## src/rtl/fix_mul_pkg.sv

```systemverilog
// Shared definitions for the fix_mul_arbiter slice: arbiter state encoding,
// default fixed-point format and the lane-id width helper.
package fix_mul_pkg;

  typedef enum logic {
    ARB  = 1'b0,
    LOCK = 1'b1
  } state_e;

  localparam int DEF_WIDTH       = 16;
  localparam int DEF_POINT_WIDTH = 8;

  function automatic int lane_w(input int n);
    return (n > 1) ? $clog2(n) : 1;
  endfunction

endpackage

```

## src/rtl/fix_mul_core.sv

```systemverilog
// Registered signed WIDTH x WIDTH multiplier, MUL_LAT stages, full-width product.
// Each stage only loads when a beat occupies it, so the output holds between beats.
module fix_mul_core
  import fix_mul_pkg::*;
#(
  parameter int WIDTH   = DEF_WIDTH,
  parameter int MUL_LAT = 1
) (
  input  logic                      clk,
  input  logic                      rst,
  input  logic [MUL_LAT-1:0]        stage_en,
  input  logic signed [WIDTH-1:0]   op_a,
  input  logic signed [WIDTH-1:0]   op_b,
  output logic signed [2*WIDTH-1:0] product
);

  logic signed [2*WIDTH-1:0] stage_q [MUL_LAT];
  logic signed [2*WIDTH-1:0] stage_d [MUL_LAT];

  always_comb begin
    for (int k = 0; k < MUL_LAT; k++) stage_d[k] = stage_q[k];
    if (stage_en[0]) stage_d[0] = op_a * op_b;
    for (int k = 1; k < MUL_LAT; k++) begin
      if (stage_en[k]) stage_d[k] = stage_q[k-1];
    end
  end

  // NOTE: datapath registers are reset too, so res_data reads 0 out of reset
  // instead of X; a handful of flops is cheap insurance for downstream lanes.
  always_ff @(posedge clk) begin
    if (rst) begin
      for (int k = 0; k < MUL_LAT; k++) stage_q[k] <= '0;
    end else begin
      stage_q <= stage_d;
    end
  end

  assign product = stage_q[MUL_LAT-1];

endmodule

```

## src/rtl/fix_mul_arbiter.sv

```systemverilog
// Round-robin, burst-locking arbiter in front of one shared fixed-point multiplier.
// Define FIX_MUL_SAT_EN to clamp results and flag overflow; otherwise results wrap.
module fix_mul_arbiter
  import fix_mul_pkg::*;
#(
  parameter int N_REQ       = 4,
  parameter int WIDTH       = DEF_WIDTH,
  parameter int POINT_WIDTH = DEF_POINT_WIDTH,
  parameter int MUL_LAT     = 1,
  parameter int BURST_MAX   = 4
) (
  input  logic                   clk,
  input  logic                   rst,
  input  logic [N_REQ-1:0]       req_valid,
  input  logic [N_REQ-1:0]       req_last,
  input  logic [N_REQ*WIDTH-1:0] req_a,
  input  logic [N_REQ*WIDTH-1:0] req_b,
  output logic [N_REQ-1:0]       req_ready,
  output logic [N_REQ-1:0]       res_valid,
  output logic [WIDTH-1:0]       res_data,
  output logic                   res_ovf,
  output logic                   busy
);

  localparam int LW = lane_w(N_REQ);
  localparam int CW = $clog2(BURST_MAX + 1);

  function automatic logic [LW-1:0] lane_add(input logic [LW-1:0] base, input int off);
    return LW'((int'(base) + off) % N_REQ);
  endfunction

  state_e                   state_q, state_d;
  logic [LW-1:0]            ptr_q, ptr_d, owner_q, owner_d;
  logic [CW-1:0]            cnt_q, cnt_d;
  logic signed [WIDTH-1:0]  op_a_q, op_a_d, op_b_q, op_b_d;
  logic [MUL_LAT:0]         tag_v_q, tag_v_d;
  logic [LW-1:0]            tag_id_q [MUL_LAT+1];
  logic [LW-1:0]            tag_id_d [MUL_LAT+1];

  logic [WIDTH-1:0]         lane_a [N_REQ];
  logic [WIDTH-1:0]         lane_b [N_REQ];
  logic                     grant_any, hs;
  logic [LW-1:0]            grant_id;

  // NOTE: every always_comb output gets a default on its first line, so no
  // path through the case/if tree can leave it unassigned and infer a latch.
  always_comb begin
    grant_any = 1'b0;
    grant_id  = '0;
    for (int i = 0; i < N_REQ; i++) begin
      lane_a[i] = req_a[i*WIDTH +: WIDTH];
      lane_b[i] = req_b[i*WIDTH +: WIDTH];
    end
    if (state_q == LOCK) begin
      grant_any = req_valid[owner_q];
      grant_id  = owner_q;
    end else begin
      // Scan downward so the lane closest to the pointer is the last writer.
      for (int i = N_REQ - 1; i >= 0; i--) begin
        if (req_valid[lane_add(ptr_q, i)]) begin
          grant_any = 1'b1;
          grant_id  = lane_add(ptr_q, i);
        end
      end
    end
  end

  assign hs        = grant_any && !rst;
  assign req_ready = hs ? (N_REQ'(1) << grant_id) : '0;

  always_comb begin
    state_d = state_q;
    ptr_d   = ptr_q;
    owner_d = owner_q;
    cnt_d   = cnt_q;
    if (hs) begin
      case (state_q)
        ARB: begin
          if (req_last[grant_id] || BURST_MAX == 1) begin
            ptr_d = lane_add(grant_id, 1);
          end else begin
            state_d = LOCK;
            owner_d = grant_id;
            cnt_d   = CW'(1);
          end
        end
        LOCK: begin
          cnt_d = cnt_q + 1'b1;
          if (req_last[owner_q] || cnt_d == CW'(BURST_MAX)) begin
            state_d = ARB;
            ptr_d   = lane_add(owner_q, 1);
            cnt_d   = '0;
          end
        end
        default: state_d = ARB;
      endcase
    end
  end

  // Operand stage sits one cycle ahead of the core; tags shadow core stages.
  always_comb begin
    op_a_d     = hs ? lane_a[grant_id] : op_a_q;
    op_b_d     = hs ? lane_b[grant_id] : op_b_q;
    tag_v_d    = {tag_v_q[MUL_LAT-1:0], hs};
    tag_id_d   = tag_id_q;
    tag_id_d[0] = grant_id;
    for (int k = 1; k <= MUL_LAT; k++) tag_id_d[k] = tag_id_q[k-1];
  end

  // NOTE: state registers use non-blocking assignment so every flop samples
  // the pre-edge value of its neighbours, independent of statement order.
  always_ff @(posedge clk) begin
    if (rst) begin
      state_q <= ARB;
      ptr_q   <= '0;
      owner_q <= '0;
      cnt_q   <= '0;
      op_a_q  <= '0;
      op_b_q  <= '0;
      tag_v_q <= '0;
      for (int k = 0; k <= MUL_LAT; k++) tag_id_q[k] <= '0;
    end else begin
      state_q  <= state_d;
      ptr_q    <= ptr_d;
      owner_q  <= owner_d;
      cnt_q    <= cnt_d;
      op_a_q   <= op_a_d;
      op_b_q   <= op_b_d;
      tag_v_q  <= tag_v_d;
      tag_id_q <= tag_id_d;
    end
  end

  logic signed [2*WIDTH-1:0] product, shifted;
  logic                      ovf;

  fix_mul_core #(
    .WIDTH   (WIDTH),
    .MUL_LAT (MUL_LAT)
  ) u_core (
    .clk      (clk),
    .rst      (rst),
    .stage_en (tag_v_q[MUL_LAT-1:0]),
    .op_a     (op_a_q),
    .op_b     (op_b_q),
    .product  (product)
  );

  assign shifted = product >>> POINT_WIDTH;

`ifdef FIX_MUL_SAT_EN
  // In range exactly when the bits above the result sign all match it.
  always_comb begin
    ovf      = !((&shifted[2*WIDTH-1:WIDTH-1]) || !(|shifted[2*WIDTH-1:WIDTH-1]));
    res_data = shifted[WIDTH-1:0];
    if (ovf) res_data = shifted[2*WIDTH-1] ? {1'b1, {(WIDTH-1){1'b0}}}
                                           : {1'b0, {(WIDTH-1){1'b1}}};
  end
`else
  logic shifted_hi_unused;
  assign shifted_hi_unused = ^shifted[2*WIDTH-1:WIDTH];
  assign ovf      = 1'b0;
  assign res_data = shifted[WIDTH-1:0];
`endif

  assign res_valid = tag_v_q[MUL_LAT] ? (N_REQ'(1) << tag_id_q[MUL_LAT]) : '0;
  assign res_ovf   = ovf && tag_v_q[MUL_LAT];
  assign busy      = (|tag_v_q) || (state_q == LOCK);

endmodule

```

## config.mk

```make
export PLATFORM = sky130hd
export DESIGN_NAME = fix_mul_arbiter
export DESIGN_NICKNAME = d
export VERILOG_FILES = /design/src/rtl/fix_mul_pkg.sv /design/src/rtl/fix_mul_core.sv /design/src/rtl/fix_mul_arbiter.sv
export SDC_FILE = /design/constraint.sdc
export NUM_CORES = 1
export LEC_CHECK = 0
export ABC_AREA = 1
export ABC_CLOCK_PERIOD_IN_PS = 5900
export BUFFER_PORTS_ARGS = -buffer_cell sky130_fd_sc_hd__buf_2
export CAP_MARGIN = 20
export CORE_UTILIZATION = 52
export CTS_CLUSTER_SIZE = 20
export DETAILED_ROUTE_END_ITERATION = 10
export PLACE_DENSITY = 0.86
export SYNTH_ARGS = -nofsm -noshare
export SYNTH_HDL_FRONTEND = slang
export SYNTH_HIERARCHICAL = 1
export SYNTH_SLANG_ARGS = --single-unit
```

## constraint.sdc

```tcl
create_clock -name clk -period 5.9 [get_ports clk]
set_input_delay 0.59 -clock clk [delete_from_list [all_inputs] [get_ports clk]]
set_output_delay 0.59 -clock clk [all_outputs]
set_load 0.01 [all_outputs]
```

; ---- Word-level counts from Yosys, hierarchy flattened
; Index checks and enable logic that the tools add are counted.
[op_classes]
muxes = 41
eq_ne = 4
shift = 2
n_lt_le_gt_ge = 7
bitwise_logic = 3
mul = 1
n_addsub = 6
reduce_logical = 8
[ops]
columns = operator, n
row1 = 16-bit binary-select mux with 2-bit select, 2
row2 = 16-bit two-way mux, 4
row3 = 16-bit by 16-bit multiplier with 24-bit output, 1
row4 = "2-bit by 3-bit < comparator with 1-bit output, second input constant", 6
row5 = 1-bit binary-select mux with 2-bit select, 7
row6 = 1-bit two-way mux, 14
row7 = 2-bit two-way mux, 7
row8 = 4-bit two-way mux, 2
row9 = "1-bit by 2-bit << shifter with 4-bit output, first input constant", 2
row10 = "2-bit by 1-bit adder with 2-bit output, second input constant", 3
row11 = 3-bit two-way mux, 2
row12 = 3-bit one-hot mux with 2 select lines, 1
row13 = 3-bit AND reduction, 2
row14 = "2-bit adder, second input constant", 2
row15 = "2-bit inequality test, second input constant", 2
row16 = 2-bit one-hot mux with 2 select lines, 1
row17 = "3-bit by 1-bit adder with 3-bit output, second input constant", 1
row18 = "3-bit equality test, second input constant", 1
row19 = "3-bit greater-or-equal comparator, second input constant", 1
row20 = 2-bit inverter with 3-bit output, 1
row21 = 1-bit logical OR, 2
row22 = "2-bit by 1-bit inequality test with 1-bit output, second input constant", 1
row23 = 1-bit inverter, 2
row24 = 1-bit one-hot mux with 2 select lines, 1
row25 = 4 further kinds, 4
[totals]
regBits = 70
output_inout_bits = 26
in_bits = 138
elab_cells = 82

; ---- Depth between registers and ports, before layout
[depth]
depth_word = 12
depth_mapped = 27
depth_no_buf = 25

; ---- Modules after synthesis
; The synthesis kept the hierarchy.
[by_module_without_submodules]
columns = module, cells_each, n_inst, seq_area_each_um2, area_per_inst_um2
row1 = fix_mul_core, 1663, 1, 640.6, 12117.9
row2 = fix_mul_arbiter, 491, 1, 920.9, 3021.6

; ---- Worst setup path before layout
; OpenSTA, ideal clock, no wires.
[synth_path]
path_kind = register to register
startpoint = register op_a_q[15]
endpoint = register u_core/product[30] (netlist name)
arrival_ns = 5.397
period_less_slack_ns = 5.506
t_required_ns = 5.791
stages_incl_launch_ff = 21
setup_time_ns = 0.109
slack_ns = 0.394
path_buffers = 1
path_cell_list = dfxtp_1 clkbuf_1 nand2_1 inv_1 fa_1 fa_1 inv_1 fa_1 fa_1 fa_1 fa_1 inv_1 ha_1 inv_1 nor3_1 and2_1 nand3_1 nand3_1 nand3_1 nand2_1 inv_1
[synth_lines]
columns = item, line
row1 = "start, declared", fix_mul_arbiter.sv:35  ; logic signed [WIDTH-1:0] op_a_q, op_a_d, op_b_q, op_b_d;
row2 = "start signal, assigned", fix_mul_arbiter.sv:127  ; op_a_q <= op_a_d;

; ---- Final worst setup path
[layout_path]
startpoint = register op_a_q[2]
endpoint = register u_core.stage_q, in the netlist u_core/product[20]
[layout_via]
elab_chain_len = 1
[layout_lines]
columns = item, line
row1 = 16-bit by 16-bit multiplier with 24-bit output, fix_mul_core.sv:22  ; if (stage_en[0]) stage_d[0] = op_a * op_b;
row2 = "end signal, assigned", fix_mul_core.sv:34  ; stage_q <= stage_d;
row3 = "end, declared", fix_mul_core.sv:17  ; logic signed [2*WIDTH-1:0] stage_q [MUL_LAT];
; Every way passes these cells.
; A chain may end at the register's enable or synchronous reset.

==> impl_metrics.json <==
{
  "status": "finished clean",
  "place_hpwl_um": 24100,
  "grt_max_degree": 77,
  "hp-start": "tag_id_d[0]",
  "r2r-start": "op_a_q[2]",
  "clk_path_buf_depth": 2,
  "holdPathStages": 2,
  "rsz0062_at_grt": "false",
  "ys_warn_count": 6,
  "grtUsageMet2": 0.480,
  "dr.pass1.iters": 5,
  "grt_use_total": 0.270,
  "antenna_cells": 0,
  "cp-end-kind": "flip-flop",
  "cp.required_ns": 6.15,
  "ios": 164,
  "whs_ns": 0.404,
  "relSlewSlack": 0.332,
  "arrival_ns": 5.78,
  "layout-drive-gt1-share": 0.137,
  "fmax_ghz": 0.181,
  "busiest_layer": "met2",
  "start_util": 0.531,
  "hold_viol_final": 0,
  "io_buffers": 162,
  "htreeDepth": 3,
  "place_area_um2": 13000,
  "cpMaxStageDelayCell": "dfxtp_1",
  "core.rowCount": 55,
  "vias": 11000,
  "syn_area_um2": 12000,
  "tns_ns": 0,
  "fp.dieArea_um2": 23700,
  "fp.dieH_um": 154,
  "hp-class": "flip-flop to flip-flop",
  "die_x_um": 154,
  "period_share": 0.937,
  "gp_congestion": 0.936,
  "nNetsFinal": 2242,
  "cp_slowest_stage_delay_ns": 0.85,
  "routed_via_density": 5.19,
  "area_growth_pct": 10.6,
  "grt-ovfl-total": 0,
  "cts_buffers": 9,
  "cts.sinks": 62,
  "whs_endpoint": "tag_id_q[0]",
  "grt_pass1_wl_um": 51100,
  "crit_chain": "nand2_1 > fa_1 > fa_1 > inv_1 > fa_1 > fa_1 > fa_1 > inv_1 > fa_1 > inv_1 > ha_1 > nand2_1 > nor2_2 > inv_2 > nor2_1 > nand4_1 > nand3b_1 > nor2_1 > o21ai_1 > inv_1",
  "slew_viol_final": 0,
  "reg2reg_to": "u_core/product[20]",
  "worstRegToRegCells": 20,
  "met1_usage": 0.314,
  "cp_num_buf_inv": 5,
  "clock_latency_ns": 0.35,
  "clk_root_buffer_cell": "clkbuf_16",
  "mostFrequentLayoutCells": "inv_1, nand2_1, fa_1",
  "fin_crit_ns": 5.53,
  "post_drt_wl_per_cell_um": 14.3,
  "critical_path_class": "flip-flop to flip-flop",
  "cts_hold_buf": 0,
  "setup_viol": 0,
  "path_max_fanout": 17,
  "syn_inst": 1728,
  "cap_violations": 0,
  "ff2ff_setup_slack_ns": 0.37,
  "path_delay_family": "adder cells",
  "drt-initial-drc-count": 846,
  "worst_pin_slew_ns": 1.00,
  "antenna_found_initial": 1,
  "fin_area_um2": 13300,
  "avgSynthCellArea_um2": 6.95,
  "grt_pass1_vias": 11200,
  "mostFrequentLayoutCell": "inv_1",
  "drcViolationCount": 0,
  "met3_usage": 0.0378,
  "syn_nets": 2144,
  "fin_skew_ns": 0.00982,
  "cp-start-kind": "flip-flop",
  "cts_tree": "done",
  "worst_path_most_repeated_cell": "fa_1",
  "core_region_area_um2": 22600,
  "drt_wl_total_um": 30300,
  "drtAntennaViolNets": 0,
  "clk_pin_slew_worst_paths_ns": 0.07
}
state kept, by name, summed over array words and instances, names as in the netlist, 2 cells and up:
name,count
op_a_q,16
op_b_q,16
u_core/product,16
cnt_q,3
owner_q,2
ptr_q,2
tag_id_d,2
tag_id_q,2
tag_v_q,2
what timing repair did:
| item | CTS | global route |
|---|---|---|
| hold endpoints to repair | 0 | 0 |
| resized for setup | 0 | 2 |
| endpoints found under the setup margin | 0 | 5 |
| buffers inserted | 0 | 0 |
per-stage QoR:
step	cells	worst slack, ns	util
2_1_floorplan	1728	0.630	-
3_3_place_gp	2100	0.437	0.572
3_5_place_dp	2100	0.285	0.572
4_1_cts	2116	0.271	0.587
5_1_grt	2116	0.0655	0.587
6_report	2116	0.369	0.587
worst register-to-register path, stage by stage (launching register included):
cell	delay, ns
dfxtp_1	0.85
nand2_1	0.19
fa_1	0.52
fa_1	0.49
inv_1	0.05
fa_1	0.54
fa_1	0.45
fa_1	0.49
inv_1	0.05
fa_1	0.48
inv_1	0.04
ha_1	0.36
nand2_1	0.14
nor2_2	0.17
inv_2	0.05
nor2_1	0.12
nand4_1	0.09
nand3b_1	0.13
nor2_1	0.06
o21ai_1	0.13
inv_1	0.04
per-layer routing:
| layer | up-vias | part of all wire |
|---|---|---|
| met5 | - | 0 |
| met2 | 443 | 0.50 |
| met1 | 5232 | 0.39 |
| met4 | 0 | 0.049 |
| li1 | 5187 | - |
| met3 | 118 | 0.058 |
how the worst max path moves through the flow:
stage,from,cells after the start,end
finish,op_a_q[2],20,u_core/product[20]
global route,op_a_q[2],22,u_core/product[16]
CTS,op_b_q[1],22,u_core/product[19]
detailed placement,op_b_q[1],22,u_core/product[19]
global placement,op_b_q[1],20,u_core/product[23]
floorplan,op_a_q[7],25,u_core/product[19]
layout make-up:
type / instances / area (um^2)
clock inverters: 7 / 105
multi-input cells: 1111 / 8640
clock buffers: 9 / 225
well taps: 285 / 357
inverters: 452 / 1700
flip-flops and latches: 62 / 1240
fillers: 1985 / 9360
repair buffers: 190 / 1020
Power is left out: the tool's default activity adds up to more than one toggle a clock period on the data nets, which glitch-free logic cannot reach.
